**config.mk**
```make
export PLATFORM = sky130hd
export DESIGN_NAME = scan_chain_ctrl
export DESIGN_NICKNAME = d
export VERILOG_FILES = /design/src/rtl/scan_chain_ctrl.sv
export SDC_FILE = /design/constraint.sdc
export NUM_CORES = 1
export LEC_CHECK = 0
export ABC_AREA = 1
export ABC_CLOCK_PERIOD_IN_PS = 3200
export BUFFER_PORTS_ARGS = -buffer_cell sky130_fd_sc_hd__buf_2
export CAP_MARGIN = 20
export CELL_PAD_IN_SITES_DETAIL_PLACEMENT = 1
export CELL_PAD_IN_SITES_GLOBAL_PLACEMENT = 2
export CORE_UTILIZATION = 33
export DETAILED_ROUTE_END_ITERATION = 7
export GPL_TIMING_DRIVEN = 0
export PLACE_DENSITY_LB_ADDON = 0.1
export SYNTH_ARGS = -nofsm -noshare
export SYNTH_HDL_FRONTEND = slang
export SYNTH_SLANG_ARGS = --single-unit
export TNS_END_PERCENT = 20
```
**constraint.sdc**
```tcl
create_clock -name clk -period 3.2 [get_ports clk]
set_clock_uncertainty 0.15 [all_clocks]
set_input_delay 0.64 -clock clk [delete_from_list [all_inputs] [get_ports clk]]
set_output_delay 0.64 -clock clk [all_outputs]
set_load 0.02 [all_outputs]
```
**src/rtl/scan_chain_ctrl.sv**
```systemverilog
// Scan chain sequencer: streams host words onto a master/slave scan chain with a
// generated scan clock, returns the chain's previous contents, then strobes the chip load.
module scan_chain_ctrl #(
  parameter int SC_SIZE     = 128,
  parameter int WORD_W      = 8,
  parameter int DIV         = 2,
  parameter int LOAD_CYCLES = 2
) (
  input  logic              clk,
  input  logic              rst_n,
  input  logic              start,
  input  logic              load_en,
  input  logic [WORD_W-1:0] wr_data,
  input  logic              wr_valid,
  output logic              wr_ready,
  output logic [WORD_W-1:0] rd_data,
  output logic              rd_valid,
  input  logic              rd_ready,
  output logic              busy,
  output logic              done,
  output logic              scan_clk,
  output logic              scan_data_in,
  input  logic              scan_data_out,
  output logic              scan_load_chip
);

  localparam int NWORDS = SC_SIZE / WORD_W;
  localparam int BW     = (WORD_W > 1) ? $clog2(WORD_W) : 1;
  localparam int WW     = $clog2(NWORDS + 1);
  localparam int DW     = (DIV > 1) ? $clog2(DIV) : 1;
  localparam int LW     = (LOAD_CYCLES > 1) ? $clog2(LOAD_CYCLES) : 1;

  localparam logic [BW-1:0] BIT_LAST  = BW'(WORD_W - 1);
  localparam logic [WW-1:0] WORD_LAST = WW'(NWORDS - 1);
  localparam logic [DW-1:0] DIV_LAST  = DW'(DIV - 1);
  localparam logic [LW-1:0] LOAD_LAST = LW'(LOAD_CYCLES - 1);

  typedef enum logic [2:0] {
    S_IDLE,
    S_FETCH,
    S_SHIFT_LO,
    S_SHIFT_HI,
    S_LOAD,
    S_FIN
  } state_t;

  state_t            state_q, state_d;
  logic              load_en_q, load_en_d;
  logic [WORD_W-1:0] tx_q, tx_d;
  logic [WORD_W-1:0] rx_q, rx_d;
  logic [WORD_W-1:0] rd_data_q, rd_data_d;
  logic              rd_valid_q, rd_valid_d;
  logic              done_q, done_d;
  logic [BW-1:0]     bit_cnt_q, bit_cnt_d;
  logic [WW-1:0]     word_cnt_q, word_cnt_d;
  logic [DW-1:0]     div_cnt_q, div_cnt_d;
  logic [LW-1:0]     load_cnt_q, load_cnt_d;
  logic              wr_ready_c;

  // A pending readback word blocks the next fetch so RX is never overwritten.
  assign wr_ready_c = (state_q == S_FETCH) && !rd_valid_q;

  always_comb begin
    state_d    = state_q;
    load_en_d  = load_en_q;
    tx_d       = tx_q;
    rx_d       = rx_q;
    rd_data_d  = rd_data_q;
    rd_valid_d = rd_valid_q;
    done_d     = 1'b0;
    bit_cnt_d  = bit_cnt_q;
    word_cnt_d = word_cnt_q;
    div_cnt_d  = div_cnt_q;
    load_cnt_d = load_cnt_q;

    if (rd_valid_q && rd_ready) begin
      rd_valid_d = 1'b0;
    end

    case (state_q)
      S_IDLE: begin
        if (start) begin
          load_en_d  = load_en;
          bit_cnt_d  = '0;
          word_cnt_d = '0;
          state_d    = S_FETCH;
        end
      end
      S_FETCH: begin
        if (wr_valid && wr_ready_c) begin
          tx_d      = wr_data;
          div_cnt_d = '0;
          state_d   = S_SHIFT_LO;
        end
      end
      S_SHIFT_LO: begin
        if (div_cnt_q == DIV_LAST) begin
          // Old chain bit is sampled before the rising scan_clk edge.
          rx_d      = {scan_data_out, rx_q[WORD_W-1:1]};
          div_cnt_d = '0;
          state_d   = S_SHIFT_HI;
        end else begin
          div_cnt_d = div_cnt_q + 1'b1;
        end
      end
      S_SHIFT_HI: begin
        if (div_cnt_q == DIV_LAST) begin
          tx_d      = tx_q >> 1;
          div_cnt_d = '0;
          if (bit_cnt_q == BIT_LAST) begin
            bit_cnt_d  = '0;
            rd_data_d  = rx_q;
            rd_valid_d = 1'b1;
            word_cnt_d = word_cnt_q + 1'b1;
            if (word_cnt_q != WORD_LAST) begin
              state_d = S_FETCH;
            end else if (load_en_q) begin
              load_cnt_d = '0;
              state_d    = S_LOAD;
            end else begin
              state_d = S_FIN;
            end
          end else begin
            bit_cnt_d = bit_cnt_q + 1'b1;
            state_d   = S_SHIFT_LO;
          end
        end else begin
          div_cnt_d = div_cnt_q + 1'b1;
        end
      end
      S_LOAD: begin
        if (load_cnt_q == LOAD_LAST) begin
          state_d = S_FIN;
        end else begin
          load_cnt_d = load_cnt_q + 1'b1;
        end
      end
      S_FIN: begin
        if (!rd_valid_q) begin
          done_d  = 1'b1;
          state_d = S_IDLE;
        end
      end
      default: state_d = S_IDLE;
    endcase
  end

  always_ff @(posedge clk) begin
    if (!rst_n) begin
      state_q    <= S_IDLE;
      load_en_q  <= 1'b0;
      tx_q       <= '0;
      rx_q       <= '0;
      rd_data_q  <= '0;
      rd_valid_q <= 1'b0;
      done_q     <= 1'b0;
      bit_cnt_q  <= '0;
      word_cnt_q <= '0;
      div_cnt_q  <= '0;
      load_cnt_q <= '0;
    end else begin
      state_q    <= state_d;
      load_en_q  <= load_en_d;
      tx_q       <= tx_d;
      rx_q       <= rx_d;
      rd_data_q  <= rd_data_d;
      rd_valid_q <= rd_valid_d;
      done_q     <= done_d;
      bit_cnt_q  <= bit_cnt_d;
      word_cnt_q <= word_cnt_d;
      div_cnt_q  <= div_cnt_d;
      load_cnt_q <= load_cnt_d;
    end
  end

  assign wr_ready       = wr_ready_c;
  assign rd_data        = rd_data_q;
  assign rd_valid       = rd_valid_q;
  assign done           = done_q;
  assign busy           = (state_q != S_IDLE);
  assign scan_clk       = (state_q == S_SHIFT_HI);
  assign scan_data_in   = ((state_q == S_SHIFT_LO) || (state_q == S_SHIFT_HI)) ? tx_q[0] : 1'b0;
  assign scan_load_chip = (state_q == S_LOAD);

endmodule
```
After elaboration in Yosys (flattened, before gate mapping) --
Index checks and enable logic that the tools add are counted.
Operators by class: multiply operators 0, reductions and logical operators 22, equal/unequal tests 16, $add $sub $neg 4, div/mod/pow operators 0, shifts and indexed selects 0, bitwise logic cells 0, $lt $le $gt $ge 0, multiplexer cells 36
Operators with widths (count):
- $mux W3 | 11
- $pmux W3 S6 | 1
- $mux W8 | 2
- $pmux W8 S2 | 1
- $mux W5 | 3
- $mux W1 | 14
- $ne A2 B1 Y1 const B | 5
- $pmux W5 S2 | 1
- $eq A3 B3 Y1 const B | 3
- $reduce_and A3 Y1 | 3
- $ne A2 B2 Y1 const B | 4
- $reduce_and A2 Y1 | 4
- $reduce_bool A2 Y1 | 4
- $eq A3 B2 Y1 const B | 2
- $pmux W3 S2 | 1
- $reduce_and A6 Y1 | 1
- $add A5 B1 Y5 const B | 1
- $ne A5 B4 Y1 const B | 1
- $reduce_and A5 Y1 | 1
- $pmux W1 S2 | 2
- $reduce_and A4 Y1 | 1
- $add A3 B1 Y3 const B | 1
- $eq A3 B1 Y1 const B | 1
- $logic_and A1 B1 Y1 | 3
- other kinds (6) | 7
Word-level totals: logic and storage cells 89, register bits 40, memories kept 0, output and inout bits 15, bits of input ports 15, bits in writable memories 0, bits in read-only memories 0, bits in latches 0

Logic depth before layout (Yosys ltp) --
Gate-level depths: netlist of the first run.
depth in word-level cells 5, gate-level depth with buffers 11, mapped depth without buffers 11

Least setup slack after synthesis of the first run --
OpenSTA, ideal clock, no wires.
kind reg2out, start point reg state_q[2], end point out scan_data_in, required time 2.410 ns, cell stages (with the launch flop) 5, arrival time 0.903 ns, setup slack 1.507 ns, path buffers 1, path through dfxtp_1 buf_4 inv_2 nand2_1 nor2_1
Between the ends: word-level cells in the longest chain between the ends 3, elaborated cells between the ends (all ways) 4, classes of those cells eq/ne: 2; mux: 1; reduce/logical: 1
RTL lines:
- from (decl) | RTL line 47 | state_t state_q, state_d;
- from (signal assigned) | RTL line 162 | state_q <= state_d;
- $eq A3 B2 Y1 | RTL line 182 | assign scan_data_in = ((state_q == S_SHIFT_LO) || (state_q == S_SHIFT_HI)) ? tx_q[0] : 1'b0;
- $logic_or A1 B1 Y1 (*) | RTL line 182
- $mux W1 (*) | RTL line 182
- to (decl) | RTL line 22 | output logic scan_data_in,
Every way passes the cells marked *; elsewhere a longest branch is shown, timed or not.

Final worst setup path of the first run --
start point reg state_q[1], end point out scan_clk
Between the ends: word-level cells in the longest chain between the ends 1
RTL lines:
- $eq A3 B2 Y1 | RTL line 181 | assign scan_clk = (state_q == S_SHIFT_HI);
- to (decl) | RTL line 21 | output logic scan_clk,
No other way between the ends.

==> reports/results.tsv, run 1 <==
metric	value	unit
end_kind	primary output	
cts_resized	0	
drc	0	
crit_path_top_delay_cell	dfxtp_1	
cts_sinks	40	
cts_tree	built	
area_growth	17.8	%
coreArea	5470	µm²
yosys_warnings	0	
top_layer	met4	
drive_above_1_share	19.0	%
h-tree-depth	2	
min_period	2.31	ns
reg2reg_depth	9	
placed_area	2100	µm²
clock_path_buffers	2	
hpwl	3.48	mm
gp_congestion	0.768	
synth_area_per_cell	6.94	µm²
leakagePower	1.05	nW
slew_viol_final	0	
r2r_slack	1.34	ns
die_area	5960	µm²
grt_usage	18.0	%
io_pins	30	
grt_max_degree	14	
period_share	72.2	%
ant_nets	0	
avgRoutedWirePerCell	12.7	µm
syn_nets	288	
route.met3.wl	127	µm
grt-ovfl-total	0	
drtPass1Iterations	4	
rsz0062_at_grt	false	
cts_setup_buffers	0	
ys_types	27	
grt_pass1_vias	1825	
port_buffers	29	
drt_iter0_markers	27	
path_cells	nand2_2 -> nor2_4 -> buf_4 -> buf_2	
power_density	738	nW/µm²
routed-via-count	1769	
path_max_fanout	10	
synth.cell_area	1870	µm²
clock-root-buffer	clkbuf_8	
slowest_delay	0.53	ns
setup_ws	0.891	ns
fin_area	2200	µm²
clkTransAtPathRegs	0.08	ns
dr_wl_met2	2.19	mm
vias_per_cell	4.68	
slew_headroom	63.2	%
worstSetupPathType	flop to primary output	
fin_util	40.2	%
cts-hold-fix-buffers	0	
worstSkewPairLatency	0.29	ns
nNetsFinal	324	
outcome	completed	
critPathLaunchType	flop	
setup_viol	0	
worst_pin_slew	0.552	ns
irDropWorstVdd	0.287	mV
wl	4.80	mm
fmax	433	MHz
rr_endpoint	word_cnt_q[1]$_SDFFE_PN0P_	
drv_cap	0	
rows	27	
met1Wirelength	2.45	mm
seq_area_frac_synth	42.9	%
cp-startpoint	state_q[1]$_SDFFE_PN0P_	
numCtsBuffers	5	
rr_startpoint	bit_cnt_q[0]$_SDFFE_PN0P_	
post-place-ws	1.20	ns
hold_class	flop to flop	
postSynthCellCount	269	
synth-seq-cells	40	
critPathArrivalTime	1.52	ns
finalSetupTns	0	ns
die_w	77.2	µm
start_util	34.1	%
diodes	0	
hold_viol_final	0	
grt_pass1_wl	8.52	mm
crit_end	scan_clk	
antenna_found_initial	0	
crit_required	2.41	ns
die_h	77.2	µm
flip-flops by register name, summed over array words and instances, names as in the netlist:
signal,count
state_q,3
div_cnt_q,1
load_cnt_q,1
tx_q,8
word_cnt_q,5
load_en_q,1
done,1
rd_valid,1
rd_data,8
bit_cnt_q,3
rx_q,8
cell usage in the layout, fill, tap and decap left out, types with 3 or more instances in the layout:
cell       n
nand2_2    3
dfxtp_1   40
inv_2      5
o21ai_0   28
nand3_1   14
a21oi_1   10
nor2_1    70
inv_1     17
nand4_1    3
clkbuf_8   6
nor2_4     3
buf_2     29
nand2_1   51
ha_1       4
clkbuf_1   3
synth_stat cells:
cell,number,area share [%]
buf_4,2,0.80
nor2_2,1,0.34
nand2_1,51,10
o21bai_1,1,0.40
dfxtp_1,40,43
nand3_2,1,0.54
clkbuf_1,3,0.60
inv_1,17,3.4
o21ai_0,28,7.5
nand3b_1,1,0.40
o21ai_1,2,0.54
a21oi_2,1,0.47
a21oi_1,10,2.7
buf_6,2,1.2
nor3_1,2,0.54
nor2_1,70,14
clkbuf_2,1,0.27
nor3_2,1,0.54
nor2_4,3,1.8
a31oi_1,1,0.34
nand2_2,3,1.0
nand3_1,14,3.8
nand4_1,3,1.0
o21ai_2,1,0.47
ha_1,4,2.7
xnor2_1,1,0.47
inv_2,5,1.0
power breakdown:
part,internal (W),switching [W],leakage [nW]
clock,0.000175,0.000189,0.0434
sequential,0.000584,0.0000568,0.325
combinational,0.000207,0.000411,0.685
per-stage QoR:
step	power, W	instances	hold slack (ns)
after floorplan	0.00111	269	0.273
final	0.00162	378	0.316
after global placement	0.00127	370	0.295
after global routing	0.00177	378	0.362
after CTS	0.00165	378	0.313
after detailed placement	0.00128	370	0.301
logic make-up (layout without fill, tap and decap cells):
logic type      Yosys count  after routing  synth area share, %
buf+inv                  30             67                 7.31
flops                    40             40                 42.9
fa+ha+maj                 4              4                 2.68
xor+xnor                  1              1                0.469
simple gates            150            150                 34.2
compound gates           44             44                 12.4
worst min path at each step:
stage	slack, ns	from	end	cells past startpoint
6_report	0.32	load_en_q$_SDFFE_PN0P_	load_en_q$_SDFFE_PN0P_	2
5_1_grt	0.36	load_en_q$_SDFFE_PN0P_	load_en_q$_SDFFE_PN0P_	2
4_1_cts	0.31	load_en_q$_SDFFE_PN0P_	load_en_q$_SDFFE_PN0P_	2
3_5_place_dp	0.30	load_en_q$_SDFFE_PN0P_	load_en_q$_SDFFE_PN0P_	2
3_3_place_gp	0.30	load_en_q$_SDFFE_PN0P_	load_en_q$_SDFFE_PN0P_	2
2_1_floorplan	0.27	load_en_q$_SDFFE_PN0P_	load_en_q$_SDFFE_PN0P_	2
metal layers:
layer | GRT usage (%) | up-vias
li1 | - | 930
met1 | 22.8 | 818
met2 | 30.1 | 19
met3 | 3.93 | 2
met4 | 5.85 | 0
met5 | 0 | -
layout make-up:
type | count | area [µm²]
clock inverter | 2 | 15.0
sequential | 40 | 801
fill | 736 | 3270
timing repair buffer | 29 | 145
tap | 72 | 90.1
inverter | 22 | 82.6
buffer | 8 | 53.8
clock buffer | 6 | 82.6
multi-input combinational | 199 | 930
worst max-delay path, delay by kind of cell (launching register included):
family	cells	cell delay (ns)
buffers and inverters	2	0.39
DFF	1	0.53
and+or+nand+nor	2	0.30
No activity file was read; power rests on OpenSTA's default activity.
==> run 2: changes to the inputs <==
- ABC_CLOCK_PERIOD_IN_PS: 3200 -> 2200
- CORE_UTILIZATION: 33 -> 30
- clock period: 3.2 -> 2.2 ns (I/O delays scaled with it)
==> reports/results.tsv, run 2 (same netlist as run 1, synthesis figures left out) <==
metric	value	unit	change
rows	28		+3.7%
end_kind	primary output		
die_h	80.9	µm	+4.8%
cts_resized	0		unchanged
worstSetupPathType	flop to primary output		
nNetsFinal	324		unchanged
cts-hold-fix-buffers	0		unchanged
path_max_fanout	10		unchanged
setup_viol	0		unchanged
outcome	completed		
grt-ovfl-total	0		unchanged
stdcell_count	381		+0.79%
place_inst	373		+0.81%
avgRoutedWirePerCell	12.6	µm	-0.79%
rsz0062_at_grt	false		
port_buffers	29		unchanged
slew_headroom	65.6	%	+2.5 points
gp_congestion	0.714		-7.0%
hpwl	3.52	mm	+1.4%
rr_endpoint	word_cnt_q[3]$_SDFFE_PN0P_		
drc	0		unchanged
slew_viol_final	0		unchanged
whs_path_depth	3		+1
crit_path_top_delay_cell	dfxtp_1		
antenna_found_initial	0		unchanged
fmax	479	MHz	
cts_setup_buffers	0		unchanged
cts_tree	built		
diodes	0		unchanged
whs_endpoint	rx_q[7]$_SDFFE_PN0P_		
hold_class	input port to flop		
hold_viol_final	0		unchanged
crit_required	1.61	ns	-0.80 ns
clkTransAtPathRegs	0.08	ns	about the same
area_growth	18.8	%	
start_util	31.3	%	-2.8 points
hp-start	scan_data_out		
clock_path_buffers	2		unchanged
finalSetupTns	0	ns	unchanged
numCtsBuffers	5		unchanged
r2r_slack	0.32	ns	-1.02 ns
gr-usage-met2	26.8	%	-3.3 points
grt_pass1_wl	8.07	mm	-5.3%
irDropWorstVdd	0.432	mV	+50%
clock-root-buffer	clkbuf_8		
worst_pin_slew	0.516	ns	-0.0369 ns
ant_nets	0		unchanged
wl	4.80	mm	unchanged
drv_cap	0		unchanged
drt_iter0_markers	35		+30%
drive_above_1_share	19.0	%	unchanged
io_pins	30		unchanged
leakagePower	1.06	nW	+1.0%
critPathLaunchType	flop		
die_area	6540	µm²	+9.7%
power_density	1090	nW/µm²	+48%
cts_sinks	40		unchanged
coreArea	5960	µm²	+8.8%
critPathArrivalTime	1.50	ns	-0.02 ns
routed-via-count	1748		-1.2%
path_cells	nand2_2 -> nor2_4 -> buf_4 -> buf_2		
busiest_layer	met2		
worstSkewPairLatency	0.29	ns	about the same
grt_max_degree	14		unchanged
grt_usage	16.4	%	-1.6 points
met3_usage	4.04	%	+0.12 points
grtUsageMet1	21.2	%	-1.6 points
h-tree-depth	2		unchanged
final_common_cell	nor2_1		
rr_startpoint	bit_cnt_q[0]$_SDFFE_PN0P_		
period_share	94.8	%	
grt_pass1_vias	1709		-6.4%
reg2reg_depth	8		-1
die_w	80.9	µm	+4.8%
slowest_delay	0.51	ns	-0.02 ns
mostFrequentLayoutCells	nor2_1, nand2_1, dfxtp_1		
vias_per_cell	4.59		-2.0%
min_period	2.09	ns	
drtPass1Iterations	4		unchanged
-- run 2: changes by cell type in the layout (fill, tap and decap cells not counted), sizes merged --
cell      previous run  this run
clkinvlp             2         1
clkbuf              10         9
bufinv               0         1
clkinv               0         1
-- run 2: area by class of cell --
| cell class | count | area (µm²) |
|---|---|---|
| tap | 75 | 93.8 |
| clock buffer | 5 | 68.8 |
| clock inverter | 3 | 42.5 |
| timing repair buffer | 29 | 145 |
| inverter | 22 | 82.6 |
| fill | 794 | 3740 |
| sequential | 40 | 801 |
| multi-input combinational | 199 | 930 |
| buffer | 8 | 53.8 |
-- run 2: power breakdown --
group	internal, W	switching [W]
combinational	0.000301	0.000597
clock	0.000336	0.000257
sequential	0.000850	0.0000834
total	0.00149	0.000938
-- run 2: worst max-delay path by stage --
stage	slack (ns)	startpoint	end
final	0.11	state_q[1]$_SDFFE_PN0P_	scan_clk
after global placement	0.32	bit_cnt_q[0]$_SDFFE_PN0P_	word_cnt_q[1]$_SDFFE_PN0P_
after global routing	0.02	state_q[1]$_SDFFE_PN0P_	scan_clk
after CTS	0.09	state_q[1]$_SDFFE_PN0P_	scan_clk
after detailed placement	0.32	bit_cnt_q[0]$_SDFFE_PN0P_	word_cnt_q[3]$_SDFFE_PN0P_
after floorplan	0.62	bit_cnt_q[0]$_SDFFE_PN0P_	word_cnt_q[1]$_SDFFE_PN0P_
-- run 2: metrics by stage --
step | utilization, % | worst slack [ns] | instance area (µm²) | hold slack [ns] | total power [W]
2_1_floorplan | - | 0.625 | 1870 | 0.273 | 0.00162
4_1_cts | 37.2 | 0.0940 | 2220 | 0.210 | 0.00248
6_report | 37.2 | 0.114 | 2220 | 0.221 | 0.00242
3_5_place_dp | 35.4 | 0.316 | 2110 | 0.301 | 0.00186
3_3_place_gp | 35.4 | 0.316 | 2110 | 0.300 | 0.00186
5_1_grt | 37.2 | 0.0193 | 2220 | 0.222 | 0.00265
-- run 2: routing by layer --
metal / part of all wire (%) / up-vias
li1: - / 926
met1: 52 / 802
met2: 45 / 16
met3: 2.4 / 4
met4: 1.1 / 0
met5: 0 / -
-- run 2: critical path: cells and delay by family, from the launching register on --
kind	cells	cell delay, ns
flip-flops	1	0.51
AND/OR/NAND/NOR	2	0.29
buffers and inverters	2	0.40
